--- src/rtl/ex_pkg.sv ---
// Shared encodings for the execute-stage memory sequencer.
package ex_pkg;

  typedef logic [1:0] state_t;

  localparam state_t S_IDLE = 2'd0;
  localparam state_t S_BUSY = 2'd1;
  localparam state_t S_DONE = 2'd2;

  localparam logic [1:0] ERR_NONE  = 2'b00;
  localparam logic [1:0] ERR_ALIGN = 2'b01;
  localparam logic [1:0] ERR_TMO   = 2'b10;
  localparam logic [1:0] ERR_CONF  = 2'b11;

endpackage

--- src/rtl/ex_wait_timer.sv ---
// Saturating wait counter; expired flags the last allowed wait cycle (count == TIMEOUT-1).
module ex_wait_timer
  import ex_pkg::*;
#(
  parameter int CNT_W   = 8,
  parameter int TIMEOUT = 255
) (
  input  logic clk,
  input  logic rst,
  input  logic clr,
  input  logic en,
  output logic expired
);

  localparam logic [CNT_W-1:0] LAST = CNT_W'(TIMEOUT - 1);

  logic [CNT_W-1:0] cnt;

  always_ff @(posedge clk or negedge rst) begin
    if (!rst) begin
      cnt <= '0;
    end else if (clr) begin
      cnt <= '0;
    end else if (en && (cnt != '1)) begin
      cnt <= cnt + 1'b1;
    end
  end

  assign expired = (cnt == LAST);

endmodule

--- src/rtl/ex_mem_seq.sv ---
// Sequences execute-stage loads/stores onto a single-outstanding memory port,
// stalling the pipeline while an access is in flight.
module ex_mem_seq
  import ex_pkg::*;
#(
  parameter int TIMEOUT = 255,
  parameter int CNT_W   = 8
) (
  input  logic        clk,
  input  logic        rst,
  input  logic        ld_i,
  input  logic        st_i,
  input  logic [31:0] addr_i,
  input  logic [31:0] st_data_i,
  output logic        mem_req_o,
  output logic        mem_we_o,
  output logic [31:0] mem_addr_o,
  output logic [31:0] mem_wdata_o,
  input  logic        mem_ack_i,
  input  logic [31:0] mem_rdata_i,
  output logic [31:0] ld_data_o,
  output logic        ld_valid_o,
  output logic        st_done_o,
  output logic        stall_o,
  output logic        err_o,
  output logic [1:0]  err_code_o,
  output logic [1:0]  dbg_state
);

  // Handshake: mem_req_o rises the cycle after acceptance and stays high with
  // we/addr/wdata frozen until the single-cycle mem_ack_i (or timeout); an ack
  // seen in any state other than BUSY carries no meaning and is dropped.

  state_t state, state_nxt;
  logic   req_any, conflict, misalign, accept, err_req;
  logic   ack_busy, timeout, tmr_en, tmr_expired;

  ex_wait_timer #(
    .CNT_W  (CNT_W),
    .TIMEOUT(TIMEOUT)
  ) u_wait_timer (
    .clk    (clk),
    .rst    (rst),
    .clr    (accept),
    .en     (tmr_en),
    .expired(tmr_expired)
  );

  always_ff @(posedge clk or negedge rst) begin
    if (!rst) state <= S_IDLE;
    else      state <= state_nxt;
  end

  always_comb begin
    state_nxt = state;
    case (state)
      S_IDLE: if (accept) state_nxt = S_BUSY;
      S_BUSY: begin
        // An ack on the final wait cycle still completes normally.
        if (mem_ack_i)        state_nxt = S_DONE;
        else if (tmr_expired) state_nxt = S_IDLE;
      end
      S_DONE:  state_nxt = S_IDLE;
      default: state_nxt = S_IDLE;
    endcase
  end

  always_comb begin
    req_any    = ld_i | st_i;
    conflict   = ld_i & st_i;
    misalign   = req_any & (addr_i[1:0] != 2'b00);
    err_req    = (state == S_IDLE) & (conflict | misalign);
    accept     = (state == S_IDLE) & req_any & ~conflict & ~misalign;
    ack_busy   = (state == S_BUSY) & mem_ack_i;
    tmr_en     = (state == S_BUSY) & ~mem_ack_i;
    timeout    = tmr_en & tmr_expired;
    mem_req_o  = (state == S_BUSY);
    stall_o    = (state == S_BUSY) | accept;
    ld_valid_o = (state == S_DONE) & ~mem_we_o;
    st_done_o  = (state == S_DONE) & mem_we_o;
    dbg_state  = state;
  end

  always_ff @(posedge clk or negedge rst) begin
    if (!rst) begin
      mem_we_o    <= 1'b0;
      mem_addr_o  <= '0;
      mem_wdata_o <= '0;
      ld_data_o   <= '0;
      err_o       <= 1'b0;
      err_code_o  <= ERR_NONE;
    end else begin
      err_o <= 1'b0;
      if (err_req) begin
        err_o      <= 1'b1;
        err_code_o <= conflict ? ERR_CONF : ERR_ALIGN;
      end
      if (timeout) begin
        err_o      <= 1'b1;
        err_code_o <= ERR_TMO;
      end
      if (accept) begin
        mem_addr_o  <= addr_i;
        mem_we_o    <= st_i;
        mem_wdata_o <= st_i ? st_data_i : '0;
      end
      if (ack_busy && !mem_we_o) ld_data_o <= mem_rdata_i;
    end
  end

endmodule

--- config.mk ---
export PLATFORM = sky130hd
export DESIGN_NAME = ex_mem_seq
export DESIGN_NICKNAME = d
export VERILOG_FILES = /design/src/rtl/ex_pkg.sv /design/src/rtl/ex_wait_timer.sv /design/src/rtl/ex_mem_seq.sv
export SDC_FILE = /design/constraint.sdc
export NUM_CORES = 1
export LEC_CHECK = 0
export BUFFER_PORTS_ARGS = -buffer_cell sky130_fd_sc_hd__buf_2
export CORE_ASPECT_RATIO = 0.75
export CORE_MARGIN = 2
export CORE_UTILIZATION = 47
export DETAILED_ROUTE_END_ITERATION = 8
export GPL_ROUTABILITY_DRIVEN = 0
export PLACE_DENSITY_LB_ADDON = 0.12
export SLEW_MARGIN = 20
export SYNTH_ARGS = -nofsm -noshare
export SYNTH_HDL_FRONTEND = slang
export SYNTH_SLANG_ARGS = --single-unit
export TNS_END_PERCENT = 100
--- constraint.sdc ---
create_clock -name clk -period 2.1 [get_ports clk]
set_input_delay 0.105 -clock clk [delete_from_list [all_inputs] [get_ports clk]]
set_output_delay 0.105 -clock clk [all_outputs]
set_load 0.03 [all_outputs]
# Word-level counts from Yosys, hierarchy flattened
# Index checks and enable logic that the tools add are counted.
# word_totals
in_bits,101
wordCells,53
regBits,110
output_inout_bits,106
# op_classes
muxes,12
reduce_logical,8
bitwise,18
eq_ne,6
add_sub_neg,1
# op_table
op,n
two-way mux 32 bit,1
two-way mux 8 bit,2
two-way mux 2 bit,6
AND 1 bit,11
adder 8 x 1 -> 8 bit (second input constant),1
== test 8 bit (second input constant),1
inequality test 8 bit (second input constant),1
nonzero test 2 bit,3
NOT 1 bit,4
case mux 2 bit (2 select lines),1
inequality test 3 x 1 -> 1 bit (second input constant),1
bitwise OR 1 bit,3
== test 2 x 1 -> 1 bit (second input constant),1
== test 2 bit (second input constant),1
logical AND 1 bit,2
logical NOT 2 bit,1
two-way mux 1 bit,2
inequality test 2 bit (second input constant),1
AND reduction 2 bit,1
logical NOT 1 bit,1

# Longest topological paths before layout
# depth
ltp_word,6
depth_mapped,7
ltp_nobuf,6

# Modules after synthesis
# Synthesis repeated with hierarchy kept, for this count alone.
# hier_totals
cells_unflattened,356
hier_area_um2,4645.7
# modules_own_cells
module,instances,area_per_inst_um2,cells_each,seq_area_each_um2
ex_mem_seq,1,4150.2,303,2552.4
ex_wait_timer,1,495.5,53,200.2

# Least setup slack after synthesis
# No wires, ideal clock.
# synth_timing
path_type,reg-to-reg
from,"reg state[0], in the netlist dbg_state[0]"
to,reg ld_data_o[10]
t_required_ns,1.975
synth_period_minus_slack_ns,1.961
path_buffers,2
path_slack_ns,0.139
t_arrival_ns,1.835
stages_incl_launch_ff,7
path_cell_list,dfrtp_1 nor2b_4 and2_4 nor2b_4 buf_6 buf_12 mux2_4
# synth_between
elab_chain_len,3
# synth_rtl
item,line,rtl
"start, declared",ex_mem_seq.sv:34,"state_t state, state_nxt;"
"start signal, assigned",ex_mem_seq.sv:51,else state <= state_nxt;
== test 2 x 1 -> 1 bit,n/a,
via mem_req_o,ex_mem_seq.sv:15,"output logic mem_req_o,"
AND 1 bit,ex_mem_seq.sv:74,ack_busy = (state == S_BUSY) & mem_ack_i;
logical AND 1 bit,ex_mem_seq.sv:107,if (ack_busy && !mem_we_o) ld_data_o <= mem_rdata_i;
"end signal, assigned",ex_mem_seq.sv:107,
"end, declared",ex_mem_seq.sv:21,"output logic [31:0] ld_data_o,"
# The timed path passes the listed nets, and every way through them passes these cells.
# A chain may end at the register's enable or synchronous reset.

# Worst setup path after layout
# layout_timing
from,"reg state[0], in the netlist dbg_state[0]"
to,out stall_o
# layout_between
elab_chain_len,5
word_cells_on_any_way,6
classes_between,eq/ne: 1; bitwise: 4; reduce/logical: 1
# layout_rtl
item,line,rtl
logical NOT 2 bit,ex_mem_seq.sv:73,accept = (state == S_IDLE) & req_any & ~conflict & ~misalign;
AND 1 bit (3 in a row),ex_mem_seq.sv:73,
bitwise OR 1 bit (*),ex_mem_seq.sv:78,stall_o = (state == S_BUSY) | accept;
"end, declared",ex_mem_seq.sv:24,"output logic stall_o,"
# Mark *: on every way between the ends. The rest lies on a longest branch, timed or not.

==> impl_results.md <==
- Setup_tns: 0 ns
- Clock sink count: 110
- Switching share of power: 39.7%
- Mapped cell area: 4580 sq um
- Sequential Power Share: 39.4%
- Setup Skew: ~0.0072 ns
- Yosys warning count: 0
- Reg2Reg Capture Point: mem_addr_o[5]
- Crit path to: stall_o
- Die ar.: 10600 sq um
- Relative slew slack: between 70% and 80%
- Syn Inst Count: approximately 350
- WP buf/inv: 2
- Reg2Reg Depth: 4
- RR Startpoint: dbg_state[0]
- Layout cells sized above 1: 42.6%
- Largest net degree at the start of global routing: 80
- Final hold slack: 0.00925 ns
- Hold_sp: st_data_i[20]
- Critical path's largest stage delay: approximately 0.47 ns
- Total power: a little over 8 mW
- Final setup fails: 0
- IO Port Bufs: just over 200
- Flop and latch count out of synthesis: 110
- Site row count: 31
- Core footprint: 9580 sq um
- Min Tclk post-route: about 2 ns
- Req. time, crit path: 2.00 ns
- Fillers: about 670
- Inserted Clock Buffers: 9
- Max_cap viols: 0
- CP Depth: 5
- Post-Syn Nets: around 450
- Crit path kind: flip-flop to output pin
- P_sw: between 3 and 4 mW
- Clock power frac: between 10% and 20%
- Routed WL: about 11000 um
- First-pass GRT wire length: approximately 18000 um
- WP data arrival: between 1.5 and 2 ns
- FFs w/ async S/R, synth: 100%
- Die width: about 120 um
- Sequential fraction of the synthesis area: roughly three fifths
- PwrDens: 1160 nW/um^2
- Number of global-route vias before repair: around 3600
- Top Ports: between 200 and 250
- P&R area growth vs syn: 51.0%
- Detailed Routing Iterations Pass 1: 5
- Primary FF master, synth: dfrtp_1
- Vias after detailed routing: 3677
- Register area: between 2000 and 3000 sq um
- Lkg Pwr: 3.51 nW
- Avg Inst Size Synth: 13.2 sq um
- Most frequent cells in the layout: buf_2, dfrtp_1, dlygate4sd3_1
- Fin. Hold Viols: 0
- Remaining antenna violation count after routing: 0
- CP delay by family, top: simple AND/OR/NAND/NOR gates
- Count of cell types in the netlist: 39
- Final slew viol count: 0
- Reg2Reg Setup Slack: about 0.36 ns
- Fin crit share: roughly 96%
- Number of flops mapped to enable cells by yosys: 0
- CP Capture Type: output pin
- Area occupied by multi-input gates: around 1700 sq um
- TritonCTS clock tree: built
- Peak VDD IR: 570 uV
- Post-route DRC: 0
- Total GRT Usage: 22.4%
- Fin nets: around 750
- Fmax: roughly 0.49 GHz
- Min-delay worst type: input port to flip-flop
- Routed len/inst: 14.7 um
- Root buffer cell: clkbuf_16
- Critical Path Fanout Max: slightly below 80
- Maximum clock insertion buffer count: 2
- H-tree depth: 3
- Layout Utilization: between 70 and 80%
- Initial antenna violation count: 0
- Final antenna diode count: 0
- HPWL after DPL: 7210 um
- Slew @ Worst Pin: roughly 0.42 ns
- Combinational cell fraction of total power: 41.2%
- Commonest non-fill, non-tap cell in the layout: buf_2
- Die Ht: slightly below 90 um
- Crit start category: flip-flop
- Gr ovfl total: 0
- Hold Crit Depth: 3
- Cells along the critical path: nor4_4 -> nand2_4 -> buf_12 -> nand2b_1 -> buf_2
- Internal: approximately 4.8 mW
- Outcome: finished clean
- Area after DPL: 5740 sq um
- Worst path slowest cell: dfrtp_2
- Worst Setup SP: dbg_state[0]
- CTS clk-pin slew, worst paths: approximately 0.070 ns
- Final Instance Area: between 6000 and 7000 sq um
- Clk_lat worst skew: around 0.34 ns
- Routed vias/inst: 4.71
- Starting Density: between 40% and 50%
- Initial drt markers: 282
-- worst reg2reg max path, stage by stage (launching register included) --
cell,delay (ns)
dfrtp_2,0.47
nor4_4,0.44
nand2_4,0.12
buf_12,0.23
mux2_1,0.38
-- per-layer routing --
metal	vias up	track usage, %	wire length [um]
li1	1778	-	-
met1	1753	29.2	5020
met2	130	38.2	5720
met3	16	5.61	577
met4	0	5.91	147
met5	-	0	0
-- layout make-up --
cell class,count,area share (%)
Multi-Input combinational cell,216,24.3
Sequential cell,110,39.8
Tap cell,132,2.39
Clock buffer,9,3.26
Inverter,3,0.163
Timing Repair Buffer,303,29.4
Clock inverter,7,0.723
-- power by group through the flow --
stage	clock network [mW]	registers, mW	logic [mW]
after global placement	0	3.16	3.11
after CTS	1.62	3.15	3.31
final	1.56	3.17	3.31
after floorplan	0	4.47	0.868
after global routing	1.69	3.26	3.49
after detailed placement	0	3.18	3.17
-- timing repair --
item,CTS,global route
setup endpoints to repair,0,1
hold buffers,89,0
setup buffers,0,1
resized for setup,0,1
endpoints found under the hold margin,117,0
-- registers in the layout (all words and copies together) (netlist names) --
signal            count
mem_wdata_o          32
err_o                 1
mem_we_o              1
mem_addr_o           32
err_code_o            2
dbg_state             2
ld_data_o            32
u_wait_timer.cnt      8
-- Yosys cell counts (2+ instances only) --
cell      instances  area, sq um
ha_1              2         25.0
nand2_1          75          282
dfrtp_1         110         2750
nor2b_4           2         27.5
xnor2_1           3         26.3
buf_12            3         60.1
o31ai_1           2         15.0
o21ai_1          33          165
nand3_1           6         30.0
a21oi_1           3         15.0
o21ai_0           4         20.0
and2_1            2         12.5
buf_6             2         22.5
clkbuf_1          5         18.8
mux2_4           37          556
mux2_1           26          293
buf_2             9         45.0
inv_1             3         11.3
-- through the flow --
| stage | std cells | worst slack (ns) |
|---|---|---|
| final | 780 | 0.0756 |
| after CTS | 779 | 0.0695 |
| after global placement | 674 | 0.403 |
| after detailed placement | 674 | 0.326 |
| after global routing | 780 | -0.00989 |
| after floorplan | 348 | 0.139 |
-- cells by family after synthesis --
kind of cell / share of synthesized area, %
muxes: 18.7
AOI/OAI and AO/OA: 6.09
and+or+nand+nor: 10.2
xor gates and xnor gates: 0.929
buffers and inverters: 3.44
DFF: 60.1
adders and majority gates: 0.546
-- how the worst min path moves through the flow --
stage / end / slack [ns]
after detailed placement: ld_data_o[5] / 0.08
after floorplan: dbg_state[0] / -0.19
after global placement: ld_data_o[5] / 0.08
after CTS: mem_wdata_o[20] / 0.0003
after global routing: mem_wdata_o[27] / 0.006
final: mem_wdata_o[20] / 0.009
Note: power is estimated with default switching activity, not from simulation.
